==> src/rtl/test_pattern_sequencer_frame_start_detect.sv <==
// Start-of-frame detector: one-cycle pulse on entry to column/row (0,0).
// A counter parked at (0,0) yields a single pulse.
module frame_start_detect #(
    parameter int COL_W = 10,
    parameter int ROW_W = 10
) (
    input  logic             clk,
    input  logic             rst,
    input  logic [COL_W-1:0] col,
    input  logic [ROW_W-1:0] row,
    output logic             sof
);

    logic at_origin;
    logic at_origin_q;

    assign at_origin = (col == '0) && (row == '0);

    always_ff @(posedge clk or posedge rst) begin
        if (rst) begin
            at_origin_q <= 1'b0;
        end else begin
            at_origin_q <= at_origin;
        end
    end

    assign sof = at_origin & ~at_origin_q;

endmodule

==> config.mk <==
export PLATFORM = sky130hd
export DESIGN_NAME = frame_start_detect
export DESIGN_NICKNAME = d
export VERILOG_FILES = /design/src/rtl/test_pattern_sequencer_frame_start_detect.sv
export SDC_FILE = /design/constraint.sdc
export NUM_CORES = 1
export LEC_CHECK = 0
export ABC_AREA = 1
export CAP_MARGIN = 5
export CORE_AREA = 4 4 41 43
export DETAILED_ROUTE_END_ITERATION = 10
export DIE_AREA = 0 0 45 47
export DONT_BUFFER_PORTS = 1
export MAX_ROUTING_LAYER = met4
export PLACE_DENSITY = 0.3
export SLEW_MARGIN = 20
export SYNTH_ARGS = -nofsm -noshare
export SYNTH_HDL_FRONTEND = slang
export SYNTH_SLANG_ARGS = --single-unit
==> constraint.sdc <==
create_clock -name clk -period 2 [get_ports clk]
set_clock_uncertainty 0.2 [all_clocks]
set_input_delay 0.4 -clock clk [delete_from_list [all_inputs] [get_ports clk]]
set_output_delay 0.4 -clock clk [all_outputs]
set_load 0.01 [all_outputs]
==> impl_results.rst, run 1 <==
.. list-table::
   :header-rows: 1

   * - Metric
     - Value
   * - Part of the Yosys area used for sequential elements
     - 20.8%
   * - Overall routing resource usage
     - 3.42%
   * - Top area cells in the synthesized netlist
     - sky130_fd_sc_hd__nor2_1 31%, sky130_fd_sc_hd__dfrtp_1 21%, sky130_fd_sc_hd__nor2_2 16%, sky130_fd_sc_hd__nand2_1 13%, sky130_fd_sc_hd__nand3_2 8.3%
   * - Remaining antenna violation count after routing
     - 0
   * - Ratio of cells with drive above 1 in the final layout
     - 17.4%
   * - Crit-path most repeated cell
     - sky130_fd_sc_hd__nor2_2
   * - Final worst path period share
     - 75.6%
   * - Final number of max-transition violations
     - 0
   * - Layout Cell Area excl Fill
     - 149 sq um
   * - Internal Dissipation
     - 0.0254 mW
   * - Global route overflow
     - 0
   * - Mean cell area of the mapped netlist
     - 5.46 sq um
   * - Simple logic cell fraction of the synthesized area
     - 72.9%
   * - Starting density of the core
     - 9.23%
   * - Buffer and inverter count on the worst path
     - 0
   * - Post-Syn Instances
     - 22
   * - Worst IR drop on VDD
     - 0.0573 mV
   * - Family of cells with the greatest summed delay on the critical path
     - simple AND/OR/NAND/NOR gates
   * - Clock share of power
     - 0%
   * - Die area
     - 2120 sq um
   * - Endpoints failing hold
     - 0
   * - Number of nets in the layout
     - 47
   * - Number of flip-flops in the largest register
     - 1
   * - Final HPWL DP
     - 353 um
   * - DR iter-0 viols
     - 1
   * - Die X
     - 45 um
   * - Remaining design rule violation count
     - 0
   * - Largest Register
     - at_origin_q
   * - Net Count, Synth
     - 44
   * - CP Max Fanout
     - 2
   * - CORE AREA
     - 1300 sq um
   * - Power share of the sequential group
     - 69.9%
   * - Registers with the most flip-flops
     - at_origin_q x1
   * - Number of instances resized during post-cts repair
     - 0
   * - Final sum of negative setup slack
     - 0 ns
   * - Cell with the largest stage delay on the worst path
     - sky130_fd_sc_hd__nor2_2
   * - Worst relative slew slack
     - 90.3%
   * - Yosys top cell by area
     - sky130_fd_sc_hd__nor2_1
   * - Number of setup violations in the final report
     - 0
   * - Netlist area before placement
     - 120 sq um
   * - Kind of start point of the critical path
     - primary input
   * - RSZ-0062 raised after global routing
     - no
   * - Number of hold-repair buffers added at the cts stage
     - 1
   * - Mux share of post-synthesis cell area
     - 0%
   * - Combinational family with the most area after synthesis
     - simple AND/OR/NAND/NOR gates
   * - Number of antenna diodes
     - 0
   * - Die Y-Extent
     - 47 um
   * - Max-cap check violation count
     - 0
   * - Worst path arrival time
     - 0.91 ns
   * - Pwr Density
     - 198 nW/um^2
   * - Pin count of the biggest net entering global routing
     - 3
   * - Post-synthesis share of cell area spent on xor and xnor gates
     - 0%
   * - Status
     - finished clean
   * - Routability congestion estimate from global placement
     - 0.604
   * - Yosys warns
     - 0
   * - Number of cells after detailed placement
     - 37
   * - Switching component of the power
     - 0.00403 mW
   * - Total of fill cells in the finished design
     - 162
   * - Placement-stage cell area
     - 139 sq um
   * - Multi-input gate area in the final layout
     - 87.6 sq um
   * - Maximum clock frequency
     - 661 MHz
   * - Final critical path time including I/O delays and setup
     - 1.51 ns
   * - Switching fraction of total power
     - 13.7%
   * - Signed area change from the synthesized netlist to the final layout
     - 24.0%
   * - Critical Setup Path Class
     - in2out
   * - Netlist cell types
     - 7
   * - Util after Layout
     - 11.4%
   * - Measured slew at the worst slew-check pin
     - 0.146 ns
   * - Synthesized flop and latch total
     - 1
   * - Count of placed standard cells in the final layout, fillers left out
     - 38
   * - Antenna violations before repair
     - 0
   * - Path type of the worst min-delay path
     - in2reg
   * - Setup bufs post-CTS
     - 0
   * - Worst-path cell chain
     - nor2_1, nand2_1, nor2_2, nand3_2, nor2_2
   * - Number of I/O pins
     - 23
   * - Mean number of vias per cell
     - 3.34
   * - Final Routed Wirelength
     - 352 um
   * - Total chip power
     - 0.0295 mW
   * - Global-route wire length before repair
     - 558 um
   * - Via count of the first global-routing pass
     - 151
   * - Wirelength per Cell
     - 9.26 um
   * - Sequential standard cell area
     - 25.0 sq um
   * - Total leakage power
     - 0.0638 nW
   * - Combinational share of power
     - 30.1%
   * - Clk pin slew, worst setup/hold paths
     - 0 ns
   * - Via Count
     - 127
   * - Rows
     - 13
   * - Required time at the worst-slack endpoint
     - 1.40 ns
   * - CP Capture Type
     - output pin
   * - Critical Path Max Stage Delay
     - 0.15 ns
   * - Fraction of the mapped netlist area in adder cells
     - 0%
   * - IO Port Bufs
     - 0
   * - Post-synth top area share
     - 31.3%
   * - First-pass detailed-route iteration total
     - 2
   * - Synth Area in Compound Gates
     - 0%
==> synth_stat cells <==
| master | instances |
|---|---|
| sky130_fd_sc_hd__and2_1 | 1 |
| sky130_fd_sc_hd__dfrtp_1 | 1 |
| sky130_fd_sc_hd__inv_1 | 2 |
| sky130_fd_sc_hd__nand2_1 | 4 |
| sky130_fd_sc_hd__nand3_2 | 1 |
| sky130_fd_sc_hd__nor2_1 | 10 |
| sky130_fd_sc_hd__nor2_2 | 3 |
==> power by group through the flow <==
| stage | combinational, mW | sequential (mW) | clock [mW] |
|---|---|---|---|
| after floorplan | 0.00664 | 0.0206 | 0 |
| after global placement | 0.00700 | 0.0206 | 0 |
| after detailed placement | 0.00729 | 0.0206 | 0 |
| after CTS | 0.00892 | 0.0206 | 0 |
| after global routing | 0.0109 | 0.0206 | 0 |
| final | 0.00886 | 0.0206 | 0 |
==> placed cells by master, fill, tap and decap left out <==
master / n
sky130_fd_sc_hd__nor2_1: 10
sky130_fd_sc_hd__dfrtp_1: 1
sky130_fd_sc_hd__inv_1: 2
sky130_fd_sc_hd__nand2_1: 4
sky130_fd_sc_hd__and2_1: 1
sky130_fd_sc_hd__dlygate4sd3_1: 1
sky130_fd_sc_hd__nor2_2: 3
sky130_fd_sc_hd__nand3_2: 1
==> path summary, 6_finish.rpt <==
kind	endpoint	depth (start not counted)	start	slack, ns
worst max-delay path	sof	5	row[7]	0.49
max in group asynchronous	at_origin_q	2	rst	1.02
worst min-delay path	at_origin_q	5	col[0]	0.47
min in group asynchronous	at_origin_q	2	rst	0.49
==> final cells by class <==
| type | count | area share (%) |
|---|---|---|
| tap | 15 | 12.6 |
| inverter | 2 | 5.04 |
| multi-input combinational | 19 | 58.8 |
| sequential | 1 | 16.8 |
| timing repair buffer | 1 | 6.72 |
==> logic make-up (layout without fill, tap and decap cells) <==
family	count (synthesis)	after routing
buffers and inverters	2	3
DFF	1	1
and+or+nand+nor	19	19
==> per-stage QoR <==
stage | worst slack (ns) | hold slack [ns]
2_1_floorplan | 0.543 | -0.0713
3_3_place_gp | 0.478 | -0.0706
3_5_place_dp | 0.469 | -0.0687
4_1_cts | 0.465 | 0.477
5_1_grt | 0.389 | 0.504
6_report | 0.488 | 0.466
==> metal layers <==
metal | track usage, % | up-vias | wire [um]
met1 | 3.61 | 49 | 100
met2 | 7.34 | 11 | 207
met3 | 0 | 0 | 45
met5 | - | - | 0
li1 | - | 67 | -
met4 | 0 | 0 | 0
(Power assumes the default switching activity.)
==> inputs of run 2 (changes only) <==
==> constraint.sdc (replaced) <==
create_clock -name clk -period 1.5 [get_ports clk]
set_clock_uncertainty 0.2 [all_clocks]
set_input_delay 0.3 -clock clk [delete_from_list [all_inputs] [get_ports clk]]
set_output_delay 0.3 -clock clk [all_outputs]
set_load 0.01 [all_outputs]
==> results of run 2 <==
The final DEF is identical to that of run 1. Status: finished clean.
Main changes from that run: setup slack after placement 0.469 ns -> 0.169 ns; setup slack after layout 0.488 ns -> 0.188 ns; hold slack 0.466 ns -> 0.366 ns; total power 0.0295 mW -> 0.0393 mW; worst IR drop on VDD 0.0573 mV -> 0.0764 mV
==> inputs of run 3 (changes only) <==
--- a/config.mk
+++ b/config.mk
@@ -7,9 +7,9 @@
 export LEC_CHECK = 0
 export ABC_AREA = 1
 export CAP_MARGIN = 5
-export CORE_AREA = 4 4 41 43
+export CORE_AREA = 2 2 39 41
 export DETAILED_ROUTE_END_ITERATION = 10
-export DIE_AREA = 0 0 45 47
+export DIE_AREA = 0 0 41 43
 export DONT_BUFFER_PORTS = 1
 export MAX_ROUTING_LAYER = met4
 export PLACE_DENSITY = 0.3
==> run 3 against run 2 <==
Die area fell by 17%. Combinational power about the same. Design area up 0.84%. First-iteration DRC count fell by 100%. Via count is 0.79% lower. Sequential share of layout area is 0.14 points lower. Worst hold slack lost 0.0026 ns. Power down 0.56%. Sequential power about the same. Highest routed layer unchanged.
==> impl_results.rst, run 3 (same netlist as run 1, synthesis figures left out) <==
.. list-table::
   :header-rows: 1

   * - Metric
     - Value
   * - Status
     - finished clean
   * - Count of cells along the worst hold path
     - 5 (unchanged)
   * - Via count of the first global-routing pass
     - 101 (-33%)
   * - Wirelength per Cell
     - 5.77 um (-38%)
   * - Die Y-Extent
     - 43 um (-8.5%)
   * - Power share of the sequential group
     - 70.3% (+0.4 points)
   * - Via Count
     - 126 (-0.79%)
   * - Switching fraction of total power
     - 13.2%
   * - Critical Path Max Stage Delay
     - 0.14 ns (about the same)
   * - CP Max Fanout
     - 2 (unchanged)
   * - Switching component of the power
     - 0.00516 mW
   * - Total leakage power
     - 0.0638 nW (unchanged)
   * - Layout Cell Area excl Fill
     - 150 sq um (+0.84%)
   * - First-pass detailed-route iteration total
     - 1 (-1)
   * - Hold_sp
     - col[0]
   * - Number of antenna diodes
     - 0 (unchanged)
   * - Number of instances resized during post-cts repair
     - 0 (unchanged)
   * - Clock share of power
     - 0% (unchanged)
   * - Maximum clock frequency
     - 770 MHz
   * - Util after Layout
     - 10.8% (-0.59 points)
   * - Final worst path period share
     - 86.6%
   * - Overall routing resource usage
     - 2.67% (-0.75 points)
   * - Measured slew at the worst slew-check pin
     - 0.137 ns (-0.00924 ns)
   * - Remaining antenna violation count after routing
     - 0 (unchanged)
   * - Global route overflow
     - 0 (unchanged)
   * - Hold worst-path end
     - at_origin_q
   * - Signed area change from the synthesized netlist to the final layout
     - 25.0%
   * - Total of fill cells in the finished design
     - 164 (+1.2%)
   * - Number of flip-flops in the largest register
     - 1 (unchanged)
   * - CP Capture Type
     - output pin
   * - Die area
     - 1760 sq um (-17%)
   * - Number of setup violations in the final report
     - 0 (unchanged)
   * - DR iter-0 viols
     - 0 (-1)
   * - Cell with the largest stage delay on the worst path
     - sky130_fd_sc_hd__nor2_2
   * - Worst Setup Slack post-DPL
     - 0.176 ns
   * - Number of hold-repair buffers added at the cts stage
     - 1 (unchanged)
   * - Pin count of the biggest net entering global routing
     - 3 (unchanged)
   * - Total chip power
     - 0.0391 mW
   * - Registers with the most flip-flops
     - at_origin_q x1
   * - Die X
     - 41 um (-8.9%)
   * - Worst path arrival time
     - 0.80 ns
   * - Remaining design rule violation count
     - 0 (unchanged)
   * - IO Port Bufs
     - 0 (unchanged)
   * - Number of nets in the layout
     - 47 (unchanged)
   * - Endpoints failing hold
     - 0 (unchanged)
   * - Ratio of cells with drive above 1 in the final layout
     - 17.4% (unchanged)
   * - Worst hold margin
     - 0.363 ns
   * - Critical Setup Path Class
     - in2out
   * - Number of I/O pins
     - 23 (unchanged)
   * - Internal Dissipation
     - 0.0339 mW
   * - Max-cap check violation count
     - 0 (unchanged)
   * - Count of placed standard cells in the final layout, fillers left out
     - 39 (+2.6%)
   * - Global-route wire length before repair
     - 331 um (-41%)
   * - Worst setup margin
     - 0.201 ns
   * - Antenna violations before repair
     - 0 (unchanged)
   * - Placement-stage cell area
     - 140 sq um (+0.90%)
   * - Worst relative slew slack
     - 90.9% (+0.62 points)
   * - Starting density of the core
     - 8.68% (-0.55 points)
   * - Worst IR drop on VDD
     - 0.0564 mV
   * - Combinational share of power
     - 29.7% (-0.4 points)
   * - Final number of max-transition violations
     - 0 (unchanged)
   * - Pwr Density
     - 260 nW/um^2
   * - Kind of start point of the critical path
     - primary input
   * - Setup bufs post-CTS
     - 0 (unchanged)
   * - Clk pin slew, worst setup/hold paths
     - 0 ns (unchanged)
   * - Routability congestion estimate from global placement
     - 0.519 (-14%)
   * - Most used cells in the layout excluding fill and tap cells
     - 10 x sky130_fd_sc_hd__nor2_1, 4 x sky130_fd_sc_hd__nand2_1, 3 x sky130_fd_sc_hd__nor2_2, 2 x sky130_fd_sc_hd__inv_1
   * - Final critical path time including I/O delays and setup
     - 1.30 ns
   * - Crit-path most repeated cell
     - sky130_fd_sc_hd__nor2_2
   * - Largest Register
     - at_origin_q
   * - RSZ-0062 raised after global routing
     - no
   * - Mean number of vias per cell
     - 3.23 (-3.3%)
   * - Number of cells after detailed placement
     - 38 (+2.7%)
   * - CORE AREA
     - 1380 sq um (+6.3%)
   * - Path type of the worst min-delay path
     - in2reg
   * - Final Routed Wirelength
     - 225 um (-36%)
   * - Commonest non-fill, non-tap cell in the layout
     - sky130_fd_sc_hd__nor2_1
   * - Worst-path cell chain
     - nor2_1, nand2_1, nor2_2, nand3_2, nor2_2
   * - Final sum of negative setup slack
     - 0 ns (unchanged)
   * - Required time at the worst-slack endpoint
     - 1.00 ns
   * - Rows
     - 14 (+1)
-- run 3: cell type report --
type                       instances  area, sq um  area share (%)
multi-input combinational         19         87.6            58.3
sequential                         1         25.0            16.7
tap                               16         20.0            13.3
timing repair buffer               1         10.0            6.67
inverter                           2         7.51            5.00
-- run 3: layer usage --
metal	up-vias	share of wire [%]	GRT usage [%]
li1	67	-	-
met1	47	31	2.24
met2	12	51	5.94
met3	0	18	0
met4	0	0	0
met5	-	0	-
-- run 3: power by group through the flow --
| stage | logic (mW) | clock network, mW | registers [mW] |
|---|---|---|---|
| 6_report | 0.0116 | 0 | 0.0275 |
| 5_1_grt | 0.0139 | 0 | 0.0275 |
| 3_5_place_dp | 0.00980 | 0 | 0.0275 |
| 2_1_floorplan | 0.00886 | 0 | 0.0275 |
| 3_3_place_gp | 0.00954 | 0 | 0.0275 |
| 4_1_cts | 0.0119 | 0 | 0.0275 |
-- run 3: worst max path at each step --
| stage | startpoint | end | slack (ns) | cells past startpoint |
|---|---|---|---|---|
| after floorplan | row[7] | sof | 0.24 | 5 |
| after global placement | row[7] | sof | 0.18 | 5 |
| after detailed placement | row[7] | sof | 0.18 | 5 |
| after CTS | row[7] | sof | 0.18 | 5 |
| after global routing | row[5] | sof | 0.07 | 5 |
| final | row[7] | sof | 0.20 | 5 |
-- run 3: critical path: cells and delay by family --
kind | cells | cell delay [ns]
simple gates | 5 | 0.51
